## config.mk

```make
export PLATFORM = sky130hd
export DESIGN_NAME = pcm_stereo_feeder
export DESIGN_NICKNAME = d
export VERILOG_FILES = /design/src/rtl/pcm_stereo_feeder.sv
export SDC_FILE = /design/constraint.sdc
export NUM_CORES = 1
export LEC_CHECK = 0
export ABC_AREA = 1
export BUFFER_PORTS_ARGS = -buffer_cell sky130_fd_sc_hd__buf_2
export CAP_MARGIN = 25
export CORE_MARGIN = 4
export CORE_UTILIZATION = 55
export DETAILED_ROUTE_END_ITERATION = 8
export GPL_ROUTABILITY_DRIVEN = 0
export GPL_TIMING_DRIVEN = 0
export PLACE_DENSITY = 0.8
export SLEW_MARGIN = 20
export SYNTH_ARGS = -nofsm -noshare
export SYNTH_HDL_FRONTEND = slang
export SYNTH_SLANG_ARGS = --single-unit
export TNS_END_PERCENT = 50
```

## constraint.sdc

```tcl
create_clock -name clk_pcm -period 4.82 [get_ports clk_pcm]
set_clock_uncertainty 0.2 [all_clocks]
set_input_delay 0.241 -clock clk_pcm [delete_from_list [all_inputs] [get_ports clk_pcm]]
set_output_delay 0.241 -clock clk_pcm [all_outputs]
set_load 0.02 [all_outputs]
```

## src/rtl/pcm_stereo_feeder.sv

```systemverilog
// pcm_stereo_feeder: paced volume/offset-binary converter feeding the PCM->PWM FIFO.
// Define PCM_FEEDER_DITHER_EN to add LFSR dither ahead of the 8-bit truncation.
module pcm_stereo_feeder #(
    parameter int CLK_DIV = 1000
) (
    input  logic        clk_pcm,
    input  logic        aclr,
    input  logic        in_valid,
    output logic        in_ready,
    input  logic [15:0] in_left,
    input  logic [15:0] in_right,
    input  logic [3:0]  volume,
    output logic [15:0] stereo_pcm,
    output logic        stereo_pcm_rdy,
    input  logic        fifo_full,
    output logic [7:0]  underrun_cnt,
    output logic [7:0]  overrun_cnt
);
    localparam int DW = $clog2(CLK_DIV);

    typedef enum logic [1:0] {EMPTY, HELD, STALL} state_t;

    state_t        state;
    state_t        state_nx;
    logic [DW-1:0] div_cnt;
    logic          tick;
    logic          wr;
    logic          cap;
    logic          un_inc;
    logic          ov_inc;
    logic [15:0]   hold_l;
    logic [15:0]   hold_r;
    logic [15:0]   v_l;
    logic [15:0]   v_r;

    function automatic logic [15:0] scale(input logic [15:0] s, input logic [3:0] vol);
        logic signed [19:0] s20;
        logic signed [19:0] g20;
        logic signed [19:0] p;
        s20 = 20'(signed'(s));
        g20 = 20'({1'b0, vol}) + 20'sd1;
        p   = s20 * g20;
        return 16'(p >>> 4);
    endfunction

    function automatic logic [7:0] offset8(input logic [15:0] v);
        return 8'(v >> 8) ^ 8'h80;
    endfunction

    assign tick     = div_cnt == DW'(CLK_DIV - 1);
    assign in_ready = state == EMPTY;

    always_ff @(posedge clk_pcm or negedge aclr) begin
        if (!aclr) begin
            div_cnt <= '0;
        end else if (tick) begin
            div_cnt <= '0;
        end else begin
            div_cnt <= div_cnt + DW'(1);
        end
    end

    always_ff @(posedge clk_pcm or negedge aclr) begin
        if (!aclr) begin
            state <= EMPTY;
        end else begin
            state <= state_nx;
        end
    end

    always_comb begin
        state_nx = state;
        unique case (state)
            EMPTY:   if (in_valid) state_nx = HELD;
            HELD:    if (tick) state_nx = fifo_full ? STALL : EMPTY;
            STALL:   if (!fifo_full) state_nx = EMPTY;
            default: state_nx = EMPTY;
        endcase
    end

    always_comb begin
        wr     = 1'b0;
        cap    = 1'b0;
        un_inc = 1'b0;
        ov_inc = 1'b0;
        unique case (state)
            EMPTY: begin
                cap    = in_valid;
                un_inc = tick;
            end
            HELD:  wr = tick && !fifo_full;
            STALL: begin
                wr     = !fifo_full;
                ov_inc = tick && fifo_full;
            end
            default: ;
        endcase
    end

    always_ff @(posedge clk_pcm or negedge aclr) begin
        if (!aclr) begin
            hold_l       <= '0;
            hold_r       <= '0;
            underrun_cnt <= '0;
            overrun_cnt  <= '0;
        end else begin
            if (cap) begin
                hold_l <= in_left;
                hold_r <= in_right;
            end
            if (un_inc && underrun_cnt != 8'hFF) underrun_cnt <= underrun_cnt + 8'd1;
            if (ov_inc && overrun_cnt != 8'hFF) overrun_cnt <= overrun_cnt + 8'd1;
        end
    end

`ifdef PCM_FEEDER_DITHER_EN
    logic [15:0] lfsr;

    // Positive-only dither, so only the top end can overflow.
    function automatic logic [15:0] dither(input logic [15:0] v, input logic [7:0] d);
        logic signed [16:0] sum;
        sum = 17'(signed'(v)) + 17'(d);
        return (sum > 17'sd32767) ? 16'h7FFF : 16'(sum);
    endfunction

    always_ff @(posedge clk_pcm or negedge aclr) begin
        if (!aclr) begin
            lfsr <= 16'hACE1;
        end else if (wr) begin
            lfsr <= (lfsr >> 1) ^ (lfsr[0] ? 16'hB400 : 16'h0000);
        end
    end

    assign v_l = dither(scale(hold_l, volume), lfsr[7:0]);
    assign v_r = dither(scale(hold_r, volume), lfsr[15:8]);
`else
    assign v_l = scale(hold_l, volume);
    assign v_r = scale(hold_r, volume);
`endif

    always_ff @(posedge clk_pcm or negedge aclr) begin
        if (!aclr) begin
            stereo_pcm     <= '0;
            stereo_pcm_rdy <= 1'b0;
        end else begin
            stereo_pcm_rdy <= wr;
            if (wr) stereo_pcm <= {offset8(v_r), offset8(v_l)};
        end
    end
endmodule

```

==> results of run 1 <==
## cell type report
cell class	count	area (µm²)	area share [%]
inverter	259	972	9.95
buffer	23	116	1.19
timing repair buffer	108	736	7.53
sequential	77	1930	19.7
clock inverter	7	57.6	0.589
clock buffer	9	225	2.31
multi-input combinational	761	5500	56.3
tap	188	235	2.41
## worst max-delay path, stage by stage
cell and delay [ns]:
buf_2 0.11, ha_1 0.24, xor2_2 0.25, inv_2 0.09, clkbuf_1 0.47, nor2_1 0.15
fa_1 0.53, fa_1 0.50, inv_1 0.06, fa_1 0.53, inv_1 0.04, ha_1 0.31
a21oi_1 0.20, a21boi_1 0.25, nor2_1 0.06, nor2_1 0.08, nand2_1 0.09, or2_2 0.29
nand3_2 0.06, nand2_1 0.05
## through the flow
| stage | setup TNS [ns] | instance area, µm² |
|---|---|---|
| 2_1_floorplan | 0 | 8510 |
| 4_1_cts | 0 | 9760 |
| 3_5_place_dp | -4.33 | 9140 |
| 6_report | 0 | 9770 |
| 3_3_place_gp | -3.13 | 9110 |
| 5_1_grt | -0.00407 | 9770 |
## sequential cells by signal (all words and copies together) (netlist names)
name            cells
stereo_pcm_rdy      1
div_cnt            10
hold_r             16
hold_l             16
underrun_cnt        8
state               2
stereo_pcm         16
overrun_cnt         8
## cell usage in the layout, fill, tap and decap left out, types with 7 or more instances in the layout
master / Yosys / layout
nand2_1: 193 / 193
inv_1: 251 / 251
o21ai_0: 18 / 18
buf_2: 2 / 74
inv_2: 7 / 7
nand3_1: 37 / 37
xor2_1: 12 / 11
fa_1: 90 / 90
dlygate4sd3_1: 0 / 34
nor2_1: 184 / 184
dfrtp_1: 77 / 77
clkbuf_1: 18 / 14
nor3_1: 10 / 10
nand4_1: 7 / 7
clkbuf_16: 0 / 9
a21oi_1: 74 / 74
ha_1: 73 / 73
nand3_2: 11 / 11
## repair_timing
item                       4_1_cts  5_1_grt
cloned                           0        0
hold endpoints to repair        61        0
setup endpoints to repair        2       15
hold buffers                    34        0
resized for setup                1        5
## how the worst max path moves through the flow
| stage | startpoint | end | cells past startpoint |
|---|---|---|---|
| global route | volume[0] | stereo_pcm[7]$_DFFE_PN0P_ | 21 |
| floorplan | volume[0] | stereo_pcm[14]$_DFFE_PN0P_ | 20 |
| detailed placement | volume[0] | stereo_pcm[15]$_DFFE_PN0P_ | 21 |
| global placement | volume[0] | stereo_pcm[15]$_DFFE_PN0P_ | 21 |
| CTS | volume[0] | stereo_pcm[15]$_DFFE_PN0P_ | 21 |
| finish | volume[0] | stereo_pcm[2]$_DFFE_PN0P_ | 20 |
## routing by layer
layer | vias up | part of all wire [%] | routed length, µm
met5 | - | 0 | 0
met4 | 0 | 2.7 | 542
met3 | 41 | 8.5 | 1730
met2 | 282 | 47 | 9630
met1 | 3557 | 42 | 8450
li1 | 3624 | - | -
## logic make-up (layout without fill, tap and decap cells)
logic type,count (synthesis),after routing,synth area share [%]
and+or+nand+nor,467,467,23.4
buffers and inverters,283,406,12.8
adders and majority gates,163,163,31.9
AOI/OAI and AO/OA,112,112,7.18
DFF,77,77,22.7
xor gates and xnor gates,17,17,1.75
muxes,2,2,0.265
==> flow_summary.yaml, run 1 <==
drt:
  post-route-drc-count: 0
  drtIter0Drc: 626
  drt-total-wl_mm: 20.4
  drtPass1Iterations: 6
  drt-vias-per-instance: 5.24
  vias: 7504
  ant_nets: 0
  wire_per_inst_um: 14.2
logic_synthesis:
  yosys_warnings: 0
  yosysSeqAreaShare_pct: 22.7
  yosysMostFrequentCell: "inv_1"
  syn_nets: 1324
  synth_top_area_share_pct: 22.7
  ys_types: 42
  synth_flop_cell: "dfrtp_1"
  synth-edff-count: 0
  synth_cells: 1121
  synth.avg_cell_area_um2: 7.59
  ys_top_cells_by_area: "dfrtp_1, fa_1, inv_1, ha_1, nand2_1"
  synth_area_um2: 8510
  synth-seq-cells: 77
  yosys.area.top_type: "dfrtp_1"
  async_flop_share_pct: 100
  synthTopCellsByCount: "inv_1, nand2_1, nor2_1"
sta:
  finalSetupViolCount: 0
  period_share_pct: 94.9
  relSlewSlack_pct: 56.0
  tightest_slew_ns: 0.660
  drv_slew: 0
  setup_ws_ns: 0.245
  max_freq_ghz: 0.219
  hold_viol: 0
  hold_ws_ns: 0.165
  fin_crit_ns: 4.58
floorplan:
  rows: 45
  die_w_um: 132
  core_um2: 15200
  chipHeight_um: 132
  start_util_pct: 56.0
  die_area_um2: 17500
  boundaryPins: 74
finish:
  fillers: 1300
  drive_gt1_share_pct: 10.5
  stdcell_count: 1432
  area_growth_syn_to_layout_pct: 14.8
  num-nets-final: 1442
  diodes: 0
  utilization_pct: 64.3
clock_tree:
  cts_buffers: 9
  cts_tree: "yes"
  path_clk_slew_ns: 0.07
  htreeDepth: 3
  postCtsSetupRepairBufs: 0
  clock-sinks: 77
  clock_path_buffers: 2
  cts-root-buf: "clkbuf_16"
  clock_latency_ns: 0.35
grt:
  antenna_found_initial: 0
  grt-busiest-layer: "met2"
  grt_pass1_vias: 7552
  grt_util_met2_pct: 40.4
  grtUsageTotal_pct: 24.6
  grt_max_degree: 50
  grt_pass1_wl_mm: 35.1
  met3_usage_pct: 6.03
  grt.overflow.total: 0
  met1_usage_pct: 32.2
worst_hold_path:
  hold_class: "primary input to asynchronous set/reset pin"
critical_path:
  critical_path_class: "primary input to register"
  r2r_start: "hold_l[10]$_DFFE_PN0P_"
  critPathCaptureType: "register"
  reg2regPathDepth: 15
  worstSetupStartpointType: "primary input"
  cp.arrival_ns: 4.62
  cp.required_ns: 4.86
  r2r_slack_ns: 0.82
  regToRegEndpoint: "stereo_pcm[1]$_DFFE_PN0P_"
  crit_fanout: 10
run:
  max_cap_violations: 0
place:
  dpl.hpwl_mm: 16.1
  port_buffers: 73
  dp_cells: 1383
  place_ws_ns: -0.451
run_status:
  outcome: "finished, final reports clean"
Power of run 1 is not shown: default switching activity piles up to over one toggle a cycle in this logic, so the estimate is an artifact.
==> run 2: changes to the inputs <==
- CTS_BUF_LIST: not set -> sky130_fd_sc_hd__clkbuf_8
==> run 2 against run 1 <==
Against the previous run:
- clock-buffer cell count unchanged
- fmax increased by 0.11%
- core utilization down 0.67 points
- non-clock buffer count stayed put
- wire length shrank 1.4%
==> flow_summary.yaml, run 2 (synthesized netlist as in run 1, its figures left out) <==
critical_path:
  cp.arrival_ns: 4.64
  worstSetupStartpointType: "primary input"
  critical_path_class: "primary input to register"
  critPathCaptureType: "register"
  path_cells: "buf_2, ha_1, xor2_2, inv_2, clkbuf_1, nor2_1, fa_1, fa_1, inv_1, fa_1, inv_1, ha_1, a21oi_1, a21boi_1, nor2_1, nor2_1, nand2_1, or2_2, nand3_2, nand2_1"
  max_stage_delay_ns: 0.54
  crit_fanout: 10
  critPathSlowestCell: "fa_1"
  cp.required_ns: 4.89
sta:
  finalSetupViolCount: 0
  rsz0062_at_grt: "false"
  fin_crit_ns: 4.57
  period_share_pct: 94.8
  tns_ns: 0
  hold_viol: 0
  max_freq_ghz: 0.219
  drv_slew: 0
  tightest_slew_ns: 0.675
  relSlewSlack_pct: 55.0
clock_tree:
  htreeDepth: 3
  path_clk_slew_ns: 0.09
  clock-sinks: 77
  cts_tree: "yes"
  cts-root-buf: "clkbuf_8"
  clock_path_buffers: 2
  cts_buffers: 9
  clock_latency_ns: 0.38
  postCtsSetupRepairBufs: 0
grt:
  grt-busiest-layer: "met2"
  grt.overflow.total: 0
  grtUsageTotal_pct: 24.2
  grt_max_degree: 50
  met3_usage_pct: 5.38
  grt_pass1_vias: 7513
  antenna_found_initial: 0
  grt_pass1_wl_mm: 34.7
  grt_util_met2_pct: 39.7
  met1_usage_pct: 32.1
finish:
  final_common_cell: "inv_1"
  area_growth_syn_to_layout_pct: 13.6
  num-nets-final: 1442
  layout_common_cells: "inv_1, nand2_1, nor2_1"
  drive_gt1_share_pct: 10.5
  top_regs: "hold_l: 16 flops, hold_r: 16 flops, stereo_pcm: 16 flops"
  diodes: 0
  utilization_pct: 63.6
floorplan:
  chipHeight_um: 132
  boundaryPins: 74
  start_util_pct: 56.0
  rows: 45
  die_w_um: 132
  core_um2: 15200
  die_area_um2: 17500
drt:
  drt-total-wl_mm: 20.1
  drtIter0Drc: 528
  post-route-drc-count: 0
  ant_nets: 0
  wire_per_inst_um: 14.0
  drtPass1Iterations: 6
  vias: 7524
  drt-vias-per-instance: 5.25
worst_hold_path:
  hold_class: "primary input to asynchronous set/reset pin"
run_status:
  outcome: "finished, final reports clean"
place:
  port_buffers: 73
  dpl.hpwl_mm: 16.1
run:
  max_cap_violations: 0
run 2: per-stage QoR:
step           area [µm²]  setup WS, ns  cells  hold slack (ns)
3_5_place_dp         9140        -0.451   1383          0.00934
6_report             9670         0.250   1432            0.133
5_1_grt              9670        0.0309   1432            0.170
3_3_place_gp         9110        -0.354   1382            0.253
2_1_floorplan        8510         0.551   1121           -0.255
4_1_cts              9660         0.158   1433            0.109
run 2: routing by layer:
| metal | wire length (µm) | up-vias |
|---|---|---|
| met5 | 0 | - |
| met4 | 455 | 0 |
| met3 | 1460 | 36 |
| met2 | 9510 | 277 |
| met1 | 8660 | 3587 |
| li1 | - | 3624 |
run 2: layout make-up:
cell class / count / area (µm²)
inverter: 259 / 972
sequential: 77 / 1930
multi-input combinational: 761 / 5500
buffer: 23 / 116
clock inverter: 7 / 57.6
fill: 1314 / 5540
timing repair buffer: 108 / 736
tap: 188 / 235
clock buffer: 9 / 124
run 2: final timing paths:
kind                                        from                          end  slack [ns]  cells past startpoint
max                                    volume[0]    stereo_pcm[2]$_DFFE_PN0P_        0.25                     20
min                                         aclr        hold_l[4]$_DFFE_PN0P_        0.13                      2
max reg2reg                hold_l[7]$_DFFE_PN0P_    stereo_pcm[2]$_DFFE_PN0P_        0.79                     16
min reg2reg                 div_cnt[0]$_DFF_PN0_         div_cnt[0]$_DFF_PN0_        0.27                      1
max in group asynchronous                   aclr  underrun_cnt[3]$_DFFE_PN0P_        3.68                      3
min in group clk_pcm                    in_valid         state[0]$_DFFE_PN0P_        0.13                      4
run 2: repair_timing:
action                     CTS  global route
gates resized for setup      1             5
setup endpoints to repair    2            15
hold buffers                34             0
hold endpoints to repair   110             0
cloned                       0             0
run 2: worst max-delay path, delay by kind of cell:
family / cells / cell delay [ns]
fa+ha+maj: 5 / 2.12
simple gates: 7 / 0.80
buf+inv: 5 / 0.77
compound gates: 2 / 0.47
xor+xnor: 1 / 0.25
Power of run 2 is left out for the same reason.
